--- src/rtl/cpu_pkg.sv ---
// Shared CPU front-end types: data width, instruction size and the
// {pc, instr} payload carried from fetch toward decode.
package cpu_pkg;

    localparam int unsigned XLEN        = 32;
    localparam int unsigned INSTR_BYTES = 4;

    // Canonical no-op encoding (addi x0, x0, 0) for downstream stages.
    localparam logic [XLEN-1:0] NOP_INSTR = 32'h0000_0013;

    typedef struct packed {
        logic [XLEN-1:0] pc;
        logic [XLEN-1:0] instr;
    } fetch_entry_t;

endpackage

--- src/rtl/fetch_fifo.sv ---
// Prefetch queue: synchronous FIFO of fetch_entry_t.
// Ports:
//   clk, reset     clock, asynchronous active-low reset
//   push/push_data write an entry (caller guarantees space)
//   pop            drop the head (ignored while empty)
//   flush          empty the queue; wins over push and pop
//   head           current head entry, straight from storage flops
//   count          number of valid entries (0..DEPTH)
module fetch_fifo
    import cpu_pkg::*;
#(
    parameter  int unsigned DEPTH = 4,
    localparam int unsigned CNT_W = $clog2(DEPTH) + 1
) (
    input  logic             clk,
    input  logic             reset,
    input  logic             push,
    input  fetch_entry_t     push_data,
    input  logic             pop,
    input  logic             flush,
    output fetch_entry_t     head,
    output logic [CNT_W-1:0] count
);

    localparam int unsigned PTR_W = $clog2(DEPTH);

    fetch_entry_t     mem [DEPTH];
    logic [PTR_W-1:0] rd_ptr;
    logic [PTR_W-1:0] wr_ptr;
    logic             pop_ok;

    assign pop_ok = pop && (count != '0);
    assign head   = mem[rd_ptr];

    // Storage, pointers and occupancy; pointers wrap since DEPTH is a power of two.
    always_ff @(posedge clk or negedge reset) begin
        if (!reset) begin
            for (int i = 0; i < int'(DEPTH); i++) begin
                mem[i] <= '0;
            end
            rd_ptr <= '0;
            wr_ptr <= '0;
            count  <= '0;
        end else if (flush) begin
            rd_ptr <= '0;
            wr_ptr <= '0;
            count  <= '0;
        end else begin
            if (push) begin
                mem[wr_ptr] <= push_data;
                wr_ptr      <= wr_ptr + PTR_W'(1);
            end
            if (pop_ok) begin
                rd_ptr <= rd_ptr + PTR_W'(1);
            end
            count <= count + CNT_W'(push) - CNT_W'(pop_ok);
        end
    end

endmodule

--- src/rtl/fetch_stage.sv ---
// Instruction fetch stage: owns the PC, issues word-aligned requests to
// instruction memory, buffers returns with their PCs and hands them to decode.
// A redirect flushes the queue and drops every response still in flight.
// Optional build macro FETCH_PERF_EN adds perf_bubbles / perf_flushes counters.
// Ports:
//   clk, reset                      clock, asynchronous active-low reset
//   imem_req_valid/addr/ready       fetch request channel
//   imem_rsp_valid/instr            in-order instruction return
//   out_valid/instr/pc/ready        head of prefetch queue to decode
//   redirect_valid/pc               flush and restart fetch at redirect_pc
//   perf_bubbles, perf_flushes      (FETCH_PERF_EN only) saturating counters
module fetch_stage
    import cpu_pkg::*;
#(
    parameter int unsigned     DEPTH    = 4,
    parameter logic [XLEN-1:0] RESET_PC = 32'h0000_0000
) (
    input  logic        clk,
    input  logic        reset,
    output logic        imem_req_valid,
    output logic [31:0] imem_req_addr,
    input  logic        imem_req_ready,
    input  logic        imem_rsp_valid,
    input  logic [31:0] imem_rsp_instr,
    output logic        out_valid,
    output logic [31:0] out_instr,
    output logic [31:0] out_pc,
    input  logic        out_ready,
    input  logic        redirect_valid,
    input  logic [31:0] redirect_pc
`ifdef FETCH_PERF_EN
    ,
    output logic [31:0] perf_bubbles,
    output logic [31:0] perf_flushes
`endif
);

    localparam int unsigned     CNT_W   = $clog2(DEPTH) + 1;
    localparam int unsigned     SUM_W   = CNT_W + 1;
    localparam logic [XLEN-1:0] PC_STEP = XLEN'(INSTR_BYTES);

    logic [XLEN-1:0]  fetch_pc;
    logic [XLEN-1:0]  rsp_pc;
    logic [XLEN-1:0]  redirect_tgt;
    logic [CNT_W-1:0] count;
    logic [CNT_W-1:0] in_flight;
    logic [CNT_W-1:0] drop_cnt;
    logic             credit_ok;
    logic             req_fire;
    logic             push;
    logic             pop;
    fetch_entry_t     push_data;
    fetch_entry_t     head;

    assign redirect_tgt = redirect_pc & ~XLEN'(3);

    // A credit is any queue slot not already claimed by a buffered or in-flight word.
    assign credit_ok      = (SUM_W'(count) + SUM_W'(in_flight)) < SUM_W'(DEPTH);
    assign imem_req_valid = reset && !redirect_valid && credit_ok;
    assign imem_req_addr  = fetch_pc;
    assign req_fire       = imem_req_valid && imem_req_ready;

    // Responses are dropped while stale ones drain and in the redirect cycle itself.
    assign push           = imem_rsp_valid && (drop_cnt == '0) && !redirect_valid;
    assign push_data.pc    = rsp_pc;
    assign push_data.instr = imem_rsp_instr;

    assign out_valid = (count != '0);
    assign out_instr = head.instr;
    assign out_pc    = head.pc;
    assign pop       = out_valid && out_ready;

    fetch_fifo #(
        .DEPTH (DEPTH)
    ) u_fifo (
        .clk       (clk),
        .reset     (reset),
        .push      (push),
        .push_data (push_data),
        .pop       (pop),
        .flush     (redirect_valid),
        .head      (head),
        .count     (count)
    );

    // PC, credit and stale-response bookkeeping.
    always_ff @(posedge clk or negedge reset) begin
        if (!reset) begin
            fetch_pc  <= RESET_PC;
            rsp_pc    <= RESET_PC;
            in_flight <= '0;
            drop_cnt  <= '0;
        end else begin
            in_flight <= in_flight + CNT_W'(req_fire) - CNT_W'(imem_rsp_valid);
            if (redirect_valid) begin
                fetch_pc <= redirect_tgt;
                rsp_pc   <= redirect_tgt;
                // Everything still outstanding after this edge belongs to the old path.
                drop_cnt <= in_flight - CNT_W'(imem_rsp_valid);
            end else begin
                if (req_fire) begin
                    fetch_pc <= fetch_pc + PC_STEP;
                end
                if (imem_rsp_valid) begin
                    if (drop_cnt != '0) begin
                        drop_cnt <= drop_cnt - CNT_W'(1);
                    end else begin
                        rsp_pc <= rsp_pc + PC_STEP;
                    end
                end
            end
        end
    end

`ifdef FETCH_PERF_EN
    // Saturating bubble and flush counters.
    always_ff @(posedge clk or negedge reset) begin
        if (!reset) begin
            perf_bubbles <= '0;
            perf_flushes <= '0;
        end else begin
            if (out_ready && !out_valid && (perf_bubbles != '1)) begin
                perf_bubbles <= perf_bubbles + 32'd1;
            end
            if (redirect_valid && (perf_flushes != '1)) begin
                perf_flushes <= perf_flushes + 32'd1;
            end
        end
    end
`endif

`ifndef SYNTHESIS
    rsp_needs_request: assert property (@(posedge clk) disable iff (!reset)
        imem_rsp_valid |-> (in_flight != '0));

    head_stable_on_stall: assert property (@(posedge clk) disable iff (!reset)
        (out_valid && !out_ready && !redirect_valid) |=> ($stable(out_instr) && $stable(out_pc)));
`endif

endmodule

--- config.mk ---
export PLATFORM = sky130hd
export DESIGN_NAME = fetch_stage
export DESIGN_NICKNAME = d
export VERILOG_FILES = /design/src/rtl/cpu_pkg.sv /design/src/rtl/fetch_fifo.sv /design/src/rtl/fetch_stage.sv
export SDC_FILE = /design/constraint.sdc
export NUM_CORES = 1
export LEC_CHECK = 0
export ABC_AREA = 0
export CAP_MARGIN = 15
export CORE_MARGIN = 3
export CORE_UTILIZATION = 60
export CTS_CLUSTER_DIAMETER = 150
export DETAILED_ROUTE_END_ITERATION = 10
export DONT_BUFFER_PORTS = 1
export PLACE_DENSITY = 0.72
export REMOVE_ABC_BUFFERS = 1
export SLEW_MARGIN = 20
export SYNTH_ARGS = -nofsm -noshare
export SYNTH_HDL_FRONTEND = slang
export SYNTH_SLANG_ARGS = --single-unit
--- constraint.sdc ---
create_clock -name clk -period 6.14 [get_ports clk]
set_clock_uncertainty 0.05 [all_clocks]
set_input_delay 0.614 -clock clk [delete_from_list [all_inputs] [get_ports clk]]
set_output_delay 0.614 -clock clk [all_outputs]
set_load 0.02 [all_outputs]
==> metrics.txt <==
status=finished with violations; failing checks=hold timing; Syn Inst Count=1075; final WL=31700 µm; met1 Use GR=33.1%; Post-CTS Setup Inserts=0; crit path kind=reg -> out; DP Worst Slack=3.14 ns; first-pass GRT wire length=51100 µm; placed inst area=0.0151 mm²; final hold violation count=321; setup slack, reg-to-reg=3.32 ns; RD Place Congestion=0.758; Die ar.=0.0270 mm²; Rel. slew slack=27.4%; top_reg_cell synth=dfrtp_1; Worst path max stage delay=1.04 ns; post-synth cell types=64; most frequent cells in the layout=319 x dfrtp_1, 232 x mux2_2, 62 x mux4_2, 62 x nand2_1, 36 x o21ai_0; clk sink count=321; starting density of the core=61.4%; syn_area_per_cell=14.0 µm²; main area contributors after synthesis=dfrtp_1 53%, mux2_2 17%, mux4_2 9.3%, xnor2_1 1.8%, nand2_1 1.5%; RSZ-0062 raised after global routing=no; Final ANT Viol Nets=0; hpwl dp=19000 µm; CORE AREA=0.0245 mm²; gr busiest metal=met2; Worst EP arrival=2.80 ns; reg2reg start=drop_cnt[0]; Min-Delay Path Class=in -> async; grt total ovfl=0; Num CTS Buffers=35; Site Rows=57; Routed wire per std cell=22.7 µm; number of synthesized flops with an enable pin=0; final setup TNS=0 ns; GRT met3 Usage=6.41%; register area share after synthesis=53.5%; final net count=1136; RR Endpoint=u_fifo.mem[127]; peak supply drop=0.000272 V; max-slew violations=0; boundary pin count=168; DR vias/cell=6.21; clock root buffer=clkbuf_16; met2 global-route usage=39.3%; gate family responsible for the most delay along the worst path=flip-flops; fin crit share=56.4%; crit start category=flop; most common cell after layout, fill and taps aside=dfrtp_1; post-route core utilization=66.2%; final setup margin=2.68 ns; ys async rst share=100%; final setup vio count=0; largest net degree at the start of global routing=323; Slowest-stage cell, CP=dfrtp_4; GRT Util Overall=24.2%; slew at the pin with the worst max-slew slack=1.09 ns; Post-CTS Resized=0; # H-tree levels=2; vias in the first global route=9079; share of the synthesized area in the top cell type=53.5%; Cell Area, Synth=0.0150 mm²; YS warnings=0; flops & latches, synth=321; maximum operating frequency=289 MHz; clk slew on worst S/H paths=0.06 ns; share of post-route cells with drive strength above 1=35.2%; leakage power=7.44 nW; fin crit period=3.46 ns; Req. time, crit path=5.48 ns; clock buffer depth=3; DR DRC count=0; Max Cap Viol=0; drt pass-1 iters=4; IO Port Bufs=0; FILL cells=1768; Setup crit end kind=primary output; DR iter-0 viols=602; largest area contributor in the netlist=dfrtp_1; Die H=164 µm; CP bufs+invs=1; number of inserted diodes=0; initial antenna violation count=0; ordered list of cells on the worst path=buf_4 > mux4_2; die extent in x=164 µm; DR vias=8652; hold_ws=-0.250 ns; Layout area overhead=7.79%; CTS tree=built; worst skew pair latency=0.51 ns; fin area=0.0162 mm²; power per cell area=418 mW/mm²; worst-path maximum fanout=41; depth of the most critical reg-to-reg path=6
report_power, final:
part	internal, mW	switching (mW)	total, mW	leakage (nW)
logic	0.870	0.887	1.76	2.69
registers	2.60	0.436	3.04	4.22
clock network	1.16	0.822	1.98	0.530
cells by family (layout without fill, tap and decap cells):
logic type	count (synthesis)	after routing	share of synthesized area, %
other	1	4	0.0250
flip-flops	321	321	53.5
adder cells (fa/ha/maj)	18	18	1.60
XOR/XNOR	46	46	2.68
buffers and inverters	93	85	2.91
AO/OA/AOI/OAI	76	76	3.11
AND/OR/NAND/NOR	205	205	7.97
multiplexers	315	315	28.2
area by class of cell:
class,instances,area [µm²],share of cell area [%]
Multi-Input combinational cell,664,6570,40.6
Sequential cell,321,8040,49.6
Clock buffer,49,978,6.04
Timing Repair Buffer,4,30.0,0.185
Inverter,22,82.6,0.510
Tap cell,324,405,2.50
Clock inverter,10,90.1,0.556
worst max-delay path by stage:
stage,from,end,slack [ns],cells after the start
floorplan,u_fifo.rd_ptr[0],out_instr[0],2.25,1
global placement,u_fifo.rd_ptr[1],out_pc[30],3.12,2
detailed placement,u_fifo.rd_ptr[1],out_pc[30],3.14,2
CTS,u_fifo.rd_ptr[1],out_pc[30],2.59,2
global route,u_fifo.rd_ptr[0],out_pc[13],2.46,2
finish,u_fifo.rd_ptr[0],out_pc[13],2.68,2
state kept, by name (all words and copies together) (netlist names):
| register | count |
|---|---|
| u_fifo.mem | 248 |
| imem_req_addr | 30 |
| rsp_pc | 30 |
| drop_cnt | 3 |
| in_flight | 3 |
| u_fifo.count | 3 |
| u_fifo.rd_ptr | 2 |
| u_fifo.wr_ptr | 2 |
Yosys cell counts (7+ instances only):
library cell	number
and3_1	7
buf_2	34
clkbuf_1	23
dfrtp_1	321
ha_1	16
inv_1	19
mux2_1	18
mux2_2	232
mux4_2	62
nand2_1	62
nand3_1	34
nand4_1	20
nor2_1	26
o211ai_1	10
o21ai_0	36
o311ai_0	7
xnor2_1	31
xor2_1	15
routing by layer:
metal	vias up	wire [µm]
met4	0	593
met1	4525	13600
li1	3851	-
met5	-	0
met3	46	2320
met2	230	15200
metrics by stage:
step	total power [mW]	cells	hold slack, ns
5_1_grt	7.14	1394	-0.271
6_report	6.77	1394	-0.250
3_5_place_dp	4.86	1335	0.275
3_3_place_gp	4.79	1335	0.276
2_1_floorplan	4.49	1007	0.268
4_1_cts	6.85	1394	-0.269
worst register-to-register path: cells and delay by family (launching register included):
| family | cells | cell delay (ns) |
|---|---|---|
| simple gates | 3 | 1.31 |
| mux | 1 | 0.65 |
| flops | 1 | 0.38 |
| fa+ha+maj | 1 | 0.23 |
| buf+inv | 1 | 0.08 |
(Power assumes the default switching activity.)
